`src/rtl/mem_arbiter_if.sv`:
```
// Purpose : bundles the fetch port, data port and shared-memory bus of mem_arbiter.
// Latency : none (wires only); timing is defined by the arbiter.
// Backpr. : requesters hold *_req until *_gnt; no credit or ready path to the memory.
// Ports   : i_* fetch request/response, d_* load/store request/response,
//           mem_* unified memory bus, busy arbiter status.
// Modports: slave = arbiter view, master = requesters + memory view.
interface mem_arbiter_if;
    logic        i_req;
    logic [31:0] i_addr;
    logic        i_gnt;
    logic        i_rvalid;
    logic [31:0] i_rdata;

    logic        d_req;
    logic        d_we;
    logic [31:0] d_addr;
    logic [31:0] d_wdata;
    logic [2:0]  d_funct3;
    logic        d_gnt;
    logic        d_rvalid;
    logic [31:0] d_rdata;

    logic [31:0] mem_addr;
    logic        mem_write;
    logic [31:0] mem_wdata;
    logic [2:0]  mem_funct3;
    logic [31:0] mem_rdata;

    logic        busy;

    modport slave (
        input  i_req, i_addr,
        output i_gnt, i_rvalid, i_rdata,
        input  d_req, d_we, d_addr, d_wdata, d_funct3,
        output d_gnt, d_rvalid, d_rdata,
        output mem_addr, mem_write, mem_wdata, mem_funct3,
        input  mem_rdata,
        output busy
    );

    modport master (
        output i_req, i_addr,
        input  i_gnt, i_rvalid, i_rdata,
        output d_req, d_we, d_addr, d_wdata, d_funct3,
        input  d_gnt, d_rvalid, d_rdata,
        input  mem_addr, mem_write, mem_wdata, mem_funct3,
        output mem_rdata,
        input  busy
    );
endinterface

```
`src/rtl/mem_arbiter.sv`:
```
// Purpose : shares one unified memory between instruction fetch (I) and load/store (D).
// Latency : gnt combinational in the request cycle; rvalid MEM_LATENCY cycles after gnt.
// Backpr. : one access in flight; requests seen while busy get no gnt and must be held.
// Ports   : clk, reset (async, active low), bus (mem_arbiter_if.slave).
// Config  : MEM_LATENCY (1-4). Define MEM_ARBITER_ROUND_ROBIN_EN for alternating
//           grants on simultaneous requests; default is fixed D-over-I priority.
module mem_arbiter #(
    parameter int MEM_LATENCY = 1
) (
    input  logic          clk,
    input  logic          reset,
    mem_arbiter_if.slave  bus
);

    typedef enum logic {S_IDLE = 1'b0, S_WAIT = 1'b1} state_t;
    typedef enum logic {OWN_I = 1'b0, OWN_D = 1'b1} owner_t;

    state_t      state_q;
    owner_t      owner_q;
    logic [1:0]  cnt_q;
    logic [31:0] addr_q;
    logic [2:0]  funct3_q;
`ifdef MEM_ARBITER_ROUND_ROBIN_EN
    owner_t      last_q;
`endif

    logic        idle;
    logic        wait_st;
    logic        pick_d;
    logic        grant;
    logic        done;
    logic [31:0] sel_addr;
    logic [2:0]  sel_funct3;

    // Reset gates the combinational grant path so gnt/mem_* drop the moment
    // reset goes low, even while a requester is still holding its request.
    assign idle    = reset && (state_q == S_IDLE);
    assign wait_st = reset && (state_q == S_WAIT);

`ifdef MEM_ARBITER_ROUND_ROBIN_EN
    // D wins when it is alone, or when both request and I was granted last.
    assign pick_d = bus.d_req && (!bus.i_req || (last_q == OWN_I));
`else
    assign pick_d = bus.d_req;
`endif

    assign bus.d_gnt = idle && pick_d;
    assign bus.i_gnt = idle && bus.i_req && !pick_d;
    assign grant     = bus.d_gnt || bus.i_gnt;

    always_comb begin
        sel_addr   = 32'h0;
        sel_funct3 = 3'b000;
        if (bus.d_gnt) begin
            sel_addr   = bus.d_addr;
            sel_funct3 = bus.d_funct3;
        end else if (bus.i_gnt) begin
            sel_addr   = bus.i_addr;
            sel_funct3 = 3'b010;   // fetches are always full words
        end
    end

    assign bus.mem_addr   = wait_st ? addr_q   : sel_addr;
    assign bus.mem_funct3 = wait_st ? funct3_q : sel_funct3;
    // Store data is only needed in the grant cycle; the bus is quiet afterwards.
    assign bus.mem_wdata  = bus.d_gnt ? bus.d_wdata : 32'h0;
    assign bus.mem_write  = bus.d_gnt && bus.d_we;

    // The counter reaches zero in the cycle the memory presents its data.
    assign done = wait_st && (cnt_q == 2'd0);

    assign bus.i_rvalid = done && (owner_q == OWN_I);
    assign bus.d_rvalid = done && (owner_q == OWN_D);
    assign bus.i_rdata  = bus.i_rvalid ? bus.mem_rdata : 32'h0;
    assign bus.d_rdata  = bus.d_rvalid ? bus.mem_rdata : 32'h0;

    assign bus.busy = (state_q != S_IDLE);

    always_ff @(posedge clk or negedge reset) begin
        if (!reset) begin
            state_q  <= S_IDLE;
            owner_q  <= OWN_I;
            cnt_q    <= 2'd0;
            addr_q   <= 32'h0;
            funct3_q <= 3'b000;
`ifdef MEM_ARBITER_ROUND_ROBIN_EN
            last_q   <= OWN_I;
`endif
        end else if (state_q == S_IDLE) begin
            if (grant) begin
                state_q  <= S_WAIT;
                owner_q  <= pick_d ? OWN_D : OWN_I;
                cnt_q    <= 2'(MEM_LATENCY - 1);
                addr_q   <= sel_addr;
                funct3_q <= sel_funct3;
`ifdef MEM_ARBITER_ROUND_ROBIN_EN
                last_q   <= pick_d ? OWN_D : OWN_I;
`endif
            end
        end else begin
            if (cnt_q == 2'd0) begin
                state_q <= S_IDLE;
            end else begin
                cnt_q <= cnt_q - 2'd1;
            end
        end
    end

endmodule

```
`src/flat_wrapper.sv`:
```
// flat-port wrapper written by rule: the top's interface ports become plain ports
module mem_arbiter_flat 
#(
    parameter int MEM_LATENCY = 1
)
  (clk, reset, bus_i_req, bus_i_addr, bus_i_gnt, bus_i_rvalid, bus_i_rdata, bus_d_req, bus_d_we, bus_d_addr, bus_d_wdata, bus_d_funct3, bus_d_gnt, bus_d_rvalid, bus_d_rdata, bus_mem_addr, bus_mem_write, bus_mem_wdata, bus_mem_funct3, bus_mem_rdata, bus_busy);
  mem_arbiter_if bus_i ();
  input  logic clk;
  input  logic reset;
  input wire logic [$bits(bus_i.i_req)-1:0] bus_i_req;
  input wire logic [$bits(bus_i.i_addr)-1:0] bus_i_addr;
  output wire logic [$bits(bus_i.i_gnt)-1:0] bus_i_gnt;
  output wire logic [$bits(bus_i.i_rvalid)-1:0] bus_i_rvalid;
  output wire logic [$bits(bus_i.i_rdata)-1:0] bus_i_rdata;
  input wire logic [$bits(bus_i.d_req)-1:0] bus_d_req;
  input wire logic [$bits(bus_i.d_we)-1:0] bus_d_we;
  input wire logic [$bits(bus_i.d_addr)-1:0] bus_d_addr;
  input wire logic [$bits(bus_i.d_wdata)-1:0] bus_d_wdata;
  input wire logic [$bits(bus_i.d_funct3)-1:0] bus_d_funct3;
  output wire logic [$bits(bus_i.d_gnt)-1:0] bus_d_gnt;
  output wire logic [$bits(bus_i.d_rvalid)-1:0] bus_d_rvalid;
  output wire logic [$bits(bus_i.d_rdata)-1:0] bus_d_rdata;
  output wire logic [$bits(bus_i.mem_addr)-1:0] bus_mem_addr;
  output wire logic [$bits(bus_i.mem_write)-1:0] bus_mem_write;
  output wire logic [$bits(bus_i.mem_wdata)-1:0] bus_mem_wdata;
  output wire logic [$bits(bus_i.mem_funct3)-1:0] bus_mem_funct3;
  input wire logic [$bits(bus_i.mem_rdata)-1:0] bus_mem_rdata;
  output wire logic [$bits(bus_i.busy)-1:0] bus_busy;
  assign bus_i.i_req = bus_i_req;
  assign bus_i.i_addr = bus_i_addr;
  assign bus_i_gnt = bus_i.i_gnt;
  assign bus_i_rvalid = bus_i.i_rvalid;
  assign bus_i_rdata = bus_i.i_rdata;
  assign bus_i.d_req = bus_d_req;
  assign bus_i.d_we = bus_d_we;
  assign bus_i.d_addr = bus_d_addr;
  assign bus_i.d_wdata = bus_d_wdata;
  assign bus_i.d_funct3 = bus_d_funct3;
  assign bus_d_gnt = bus_i.d_gnt;
  assign bus_d_rvalid = bus_i.d_rvalid;
  assign bus_d_rdata = bus_i.d_rdata;
  assign bus_mem_addr = bus_i.mem_addr;
  assign bus_mem_write = bus_i.mem_write;
  assign bus_mem_wdata = bus_i.mem_wdata;
  assign bus_mem_funct3 = bus_i.mem_funct3;
  assign bus_i.mem_rdata = bus_mem_rdata;
  assign bus_busy = bus_i.busy;
  mem_arbiter #(.MEM_LATENCY(MEM_LATENCY)) u_core (.clk(clk), .reset(reset), .bus(bus_i));
endmodule
```
`config.mk`:
```
export PLATFORM = sky130hd
export DESIGN_NAME = mem_arbiter_flat
export DESIGN_NICKNAME = d
export VERILOG_FILES = /design/src/rtl/mem_arbiter_if.sv /design/src/rtl/mem_arbiter.sv /design/src/flat_wrapper.sv
export SDC_FILE = /design/constraint.sdc
export NUM_CORES = 1
export LEC_CHECK = 0
export ABC_CLOCK_PERIOD_IN_PS = 2000
export CAP_MARGIN = 20
export CELL_PAD_IN_SITES_DETAIL_PLACEMENT = 2
export CELL_PAD_IN_SITES_GLOBAL_PLACEMENT = 2
export CORE_UTILIZATION = 13
export DETAILED_ROUTE_END_ITERATION = 6
export PLACE_DENSITY = 0.83
export SLEW_MARGIN = 25
export SYNTH_ARGS = -nofsm -noshare
export SYNTH_HDL_FRONTEND = slang
export SYNTH_SLANG_ARGS = --single-unit
```
`constraint.sdc`:
```
create_clock -name clk -period 2 [get_ports clk]
set_clock_uncertainty 0.15 [all_clocks]
set_input_delay 0.3 -clock clk [delete_from_list [all_inputs] [get_ports clk]]
set_output_delay 0.3 -clock clk [all_outputs]
set_load 0.05 [all_outputs]
```
==> After elaboration in Yosys (flattened, before gate mapping) <==
Index checks and enable logic that the tools add are counted.
{ "word_totals": {"reg_bits": 39, "in_bits": 136, "out_inout_bits": 137, "elab_cells": 40} }
{ "classes": {"muxes": 16, "add_sub_neg": 1, "bitwise_logic": 2, "n_reduce_logical": 15, "eq_ne": 1} }
{ "ops": {"columns": ["operator", "count"], "rows": [
  ["32-bit two-way mux", 6],
  ["1-bit logical AND", 9],
  ["2-bit two-way mux", 4],
  ["3-bit two-way mux", 2],
  ["1-bit two-way mux", 4],
  ["2-bit AND reduction", 2],
  ["2-bit zero test", 1],
  ["2-bit != test (second input constant)", 1],
  ["1-bit NOT", 2],
  ["2-bit nonzero test", 1],
  ["2-bit by 1-bit subtractor with 2-bit output (second input constant)", 1],
  ["1-bit zero test", 1],
  ["1-bit logical OR", 1]
]} }

==> Logic depth before layout (Yosys ltp) <==
{ "depth": {"word_depth": 7, "mapped_depth": 6, "ltp_nobuf": 5} }

==> Least setup slack after synthesis <==
Ideal clock, no wire load.
{ "synth_timing": {"path_kind": "register -> output", "from": "register u_core.state_q (netlist: u_core.bus.busy)", "to": "output bus_mem_wdata[24]", "required_time_ns": 1.550, "arrival_time_ns": 2.164, "path_buffers": 2, "path_stages_with_launch": 5, "path_slack_ns": -0.614, "path_cell_list": "dfrtp_1 and3b_1 buf_2 clkbuf_1 and2_1"} }
{ "synth_between": {"elab_chain_cells": 4} }
{ "synth_rtl": {"columns": ["element", "line", "text"], "rows": [
  ["from (decl)", "mem_arbiter.sv:18", "state_t state_q;"],
  ["from (signal assigned)", "mem_arbiter.sv:81", "state_q <= S_IDLE;"],
  ["from (signal assigned)", "mem_arbiter.sv:91", "state_q <= S_WAIT;"],
  ["from (signal assigned)", "mem_arbiter.sv:102", "state_q <= S_IDLE;"],
  ["1-bit NOT (no line)", null, null],
  ["1-bit logical AND", "mem_arbiter.sv:37", "assign idle = reset && (state_q == S_IDLE);"],
  ["1-bit logical AND", "mem_arbiter.sv:47", "assign bus.d_gnt = idle && pick_d;"],
  ["named net bus_d_gnt", "flat_wrapper.sv:20", "output wire logic [$bits(bus_i.d_gnt)-1:0] bus_d_gnt;"],
  ["32-bit two-way mux", "mem_arbiter.sv:66", "assign bus.mem_wdata = bus.d_gnt ? bus.d_wdata : 32'h0;"],
  ["to (decl)", "flat_wrapper.sv:25", "output wire logic [$bits(bus_i.mem_wdata)-1:0] bus_mem_wdata;"]
]} }
The timed path passes the listed nets, and every way through them passes these cells.

==> Final worst setup path <==
{ "layout_timing": {"from": "register u_core.state_q (netlist: u_core.bus.busy)", "to": "output bus_mem_wdata[10]"} }
{ "layout_between": {"elab_chain_cells": 4} }
{ "layout_rtl": {"columns": ["element", "line"], "rows": [
  ["1-bit NOT (no line)", null],
  ["1-bit logical AND", "mem_arbiter.sv:37"],
  ["1-bit logical AND", "mem_arbiter.sv:47"],
  ["32-bit two-way mux", "mem_arbiter.sv:66"]
]} }
Every way passes these cells.

==> results.ini <==
[floorplan]
io_pins = 273
fp.dieArea_mm2 = 0.0209
fp.dieH_um = 145
start_util_pct = 13.4
row_count = 51
core-area_mm2 = 0.0197
die_w_um = 145

[sta]
fin_crit_ns = 2.25
rsz0062_at_grt = true
tightest_slew_ns = 0.448
setup_viol_count_final = 135
finalCritPeriodShare_pct = 112
fmax_ghz = 0.445
finalHoldViolations = 0
setup_slack_ns = -0.246
drv_slew = 0
slew_headroom_pct = 70.1

[critical_path]
required_ns = 1.55
path_buf_inv = 3
cp_cell_sequence = and3b_2 > buf_4 > bufbuf_16 > and2_4 > buf_12
end_kind = output pin
critPathKind = reg2out
crit_arrival_ns = 1.80
r2r-start = u_core.bus.busy
cp_slowest_cell = dfrtp_2
critPathLaunchType = flip-flop
slowest_delay_ns = 0.45
regToRegSetupSlack_ns = 0.07
reg2regPathDepth = 7
crit_fanout = 11
r2r_end = u_core.addr_q[29]
cpLargestDelayFamily = buffers and inverters

[placed_design]
dp_hpwl_mm = 13.5
gp_congestion = 0.658
port_buffers = 272
dp_cells = 883
placed_cell_area_mm2 = 0.00734
pre_cts_ws_ns = -0.424

[layout]
drive_above_1_share_pct = 56.6
layout.cells.non_filler = 922
syn_to_final_growth_pct = 218
antennaDiodeCount = 0
num-nets-final = 793
multi_input_area_mm2 = 0.00196
fillCellCount = 1973
fin_area_mm2 = 0.00840
final-seq-area_um2 = 977

[power]
power.leakage_uw = 0.00357
powerDensity_mw_per_mm2 = 490
swShare_pct = 35.6
power_switching_uw = 1470
clkPwrFrac_pct = 23.2
power.internal_uw = 2650
power_frac_seq_pct = 24.6
irDropWorstVdd_uv = 288
combPwrFrac_pct = 52.3

[synthesis]
synth.distinct_cells = 22
synth_top_area_cell = dfrtp_1
synthCells = 351
synth_nets = 488
ys_seq_area_share_pct = 36.9
synth_top_area_share_pct = 36.9
ys_warn_count = 0
avgSynthCellArea_um2 = 7.53
syn_area_mm2 = 0.00264
synth-seq-cells = 39
yosys-top-cells-area = dfrtp_1 (37%), and2_1 (23%), nand2_1 (9.8%)

[detailed_routing]
drt_iter0_drc = 58
viasPerCell = 4.06
routed_wl_mm = 18.9
drc = 0
vias = 3747
wl_per_cell_um = 20.5
dr.pass1.iters = 4
ant_nets = 0

[cts]
clkLatencyLatePin_ns = 0.28
clkSlewWorstSetupHoldPaths_ns = 0.06
numCtsBuffers = 5
cts_root_buf = clkbuf_16
htreeDepth = 2
cts.sinks = 39
cts_tree = done
cts_buffer_depth = 2

[global_route]
grt_max_degree = 34
grt_usage_pct = 16.6
antenna_found_initial = 3
grt_overflow = 0
grt_first_pass_wirelength_mm = 25.5
grt_pass1_vias = 4205

[run]
max_cap_viol_count = 0

[outcome]
violations = setup timing
status = finished, violations left

[worst_hold_path]
hold_class = in2async

[placed cells by master, fill, tap and decap left out, types with 8 or more instances in the layout]
cell | synthesis | layout
buf_12 | 0 | 151
and2_4 | 0 | 86
clkdlybuf4s50_1 | 0 | 132
and2_2 | 0 | 12
buf_6 | 1 | 9
nand2_1 | 69 | 36
dfrtp_1 | 39 | 38
clkbuf_16 | 0 | 8
buf_4 | 3 | 20
o21ai_1 | 33 | 33
nand2_2 | 0 | 33
a22oi_2 | 0 | 32
inv_1 | 36 | 34
[Yosys cell counts]
master and count:
a22o_1 4, ha_1 1, buf_4 3, nand2_1 69, and3b_1 1, inv_1 36, nor2_1 3, nor4bb_1 1
clkbuf_1 13, o21ai_0 1, o22ai_1 1, or2_1 1, dfrtp_1 39, a21oi_1 1, o21bai_1 1, buf_2 9
and2_1 98, o21ai_1 33, a22oi_1 32, nand3_1 1, nand2b_1 2, buf_6 1
[sequential cells by signal, indices dropped and copies added, names as in the netlist]
register	count
u_core.addr_q	32
u_core.funct3_q	3
u_core.cnt_q	2
u_core.owner_q	1
u_core.bus.busy	1
[metal layers]
metal  vias up  routed length [µm]  global-route usage, %
met5         -                  27                      0
met2       170               10800                   34.1
met4         4                  91                   1.83
li1       1729                   -                      -
met3        12                1670                   5.30
met1      1832                6360                   16.2
[repair_timing]
item | 4_1_cts | 5_1_grt
resized for setup | 118 | 46
hold buffers | 1 | 0
cloned | 5 | 4
endpoints found under the setup margin | 170 | 170
hold endpoints to repair | 6 | 0
buffers inserted | 11 | 12
pin swaps | 17 | 59
[layout make-up]
type | count | area share, %
timing repair buffer | 324 | 57.4
multi-input combinational | 250 | 23.3
sequential | 39 | 11.6
tap | 265 | 3.95
clock buffer | 6 | 1.65
inverter | 36 | 1.61
clock inverter | 2 | 0.417
[cell families after synthesis]
group	Yosys count	synth area share, %
simple gates	176	35.1
flops	39	36.9
buf+inv	62	9.95
compound gates	73	17.6
fa+ha+maj	1	0.474
[worst max path at each step]
stage / startpoint / end / slack, ns / cells past startpoint
final: u_core.bus.busy / bus_mem_wdata[10] / -0.25 / 5
after global routing: u_core.bus.busy / bus_mem_addr[2] / -0.30 / 7
after CTS: u_core.bus.busy / bus_mem_addr[28] / -0.25 / 7
after detailed placement: bus_d_req / bus_mem_addr[7] / -0.42 / 6
after global placement: bus_d_req / bus_mem_addr[8] / -0.31 / 6
after floorplan: u_core.bus.busy / bus_mem_addr[24] / -0.03 / 5
[per-stage QoR]
stage	setup TNS [ns]	total power [µW]	hold WS (ns)	util, %
finish	-24.56	4120	0.0572	42.6
global route	-33.13	4310	0.116	42.6
CTS	-26.17	4100	0.0445	41.1
detailed placement	-33.72	2960	0.00733	37.2
global placement	-25.37	2910	0.00470	37.2
floorplan	-0.228	1850	-0.146	-
[power by group through the flow]
stage	combinational [µW]	clock [µW]	sequential, µW
floorplan	844	0	1000
global placement	1900	0	1010
detailed placement	1940	0	1020
CTS	2100	995	1010
global route	2260	1020	1030
finish	2150	954	1010
(Power assumes the default switching activity.)
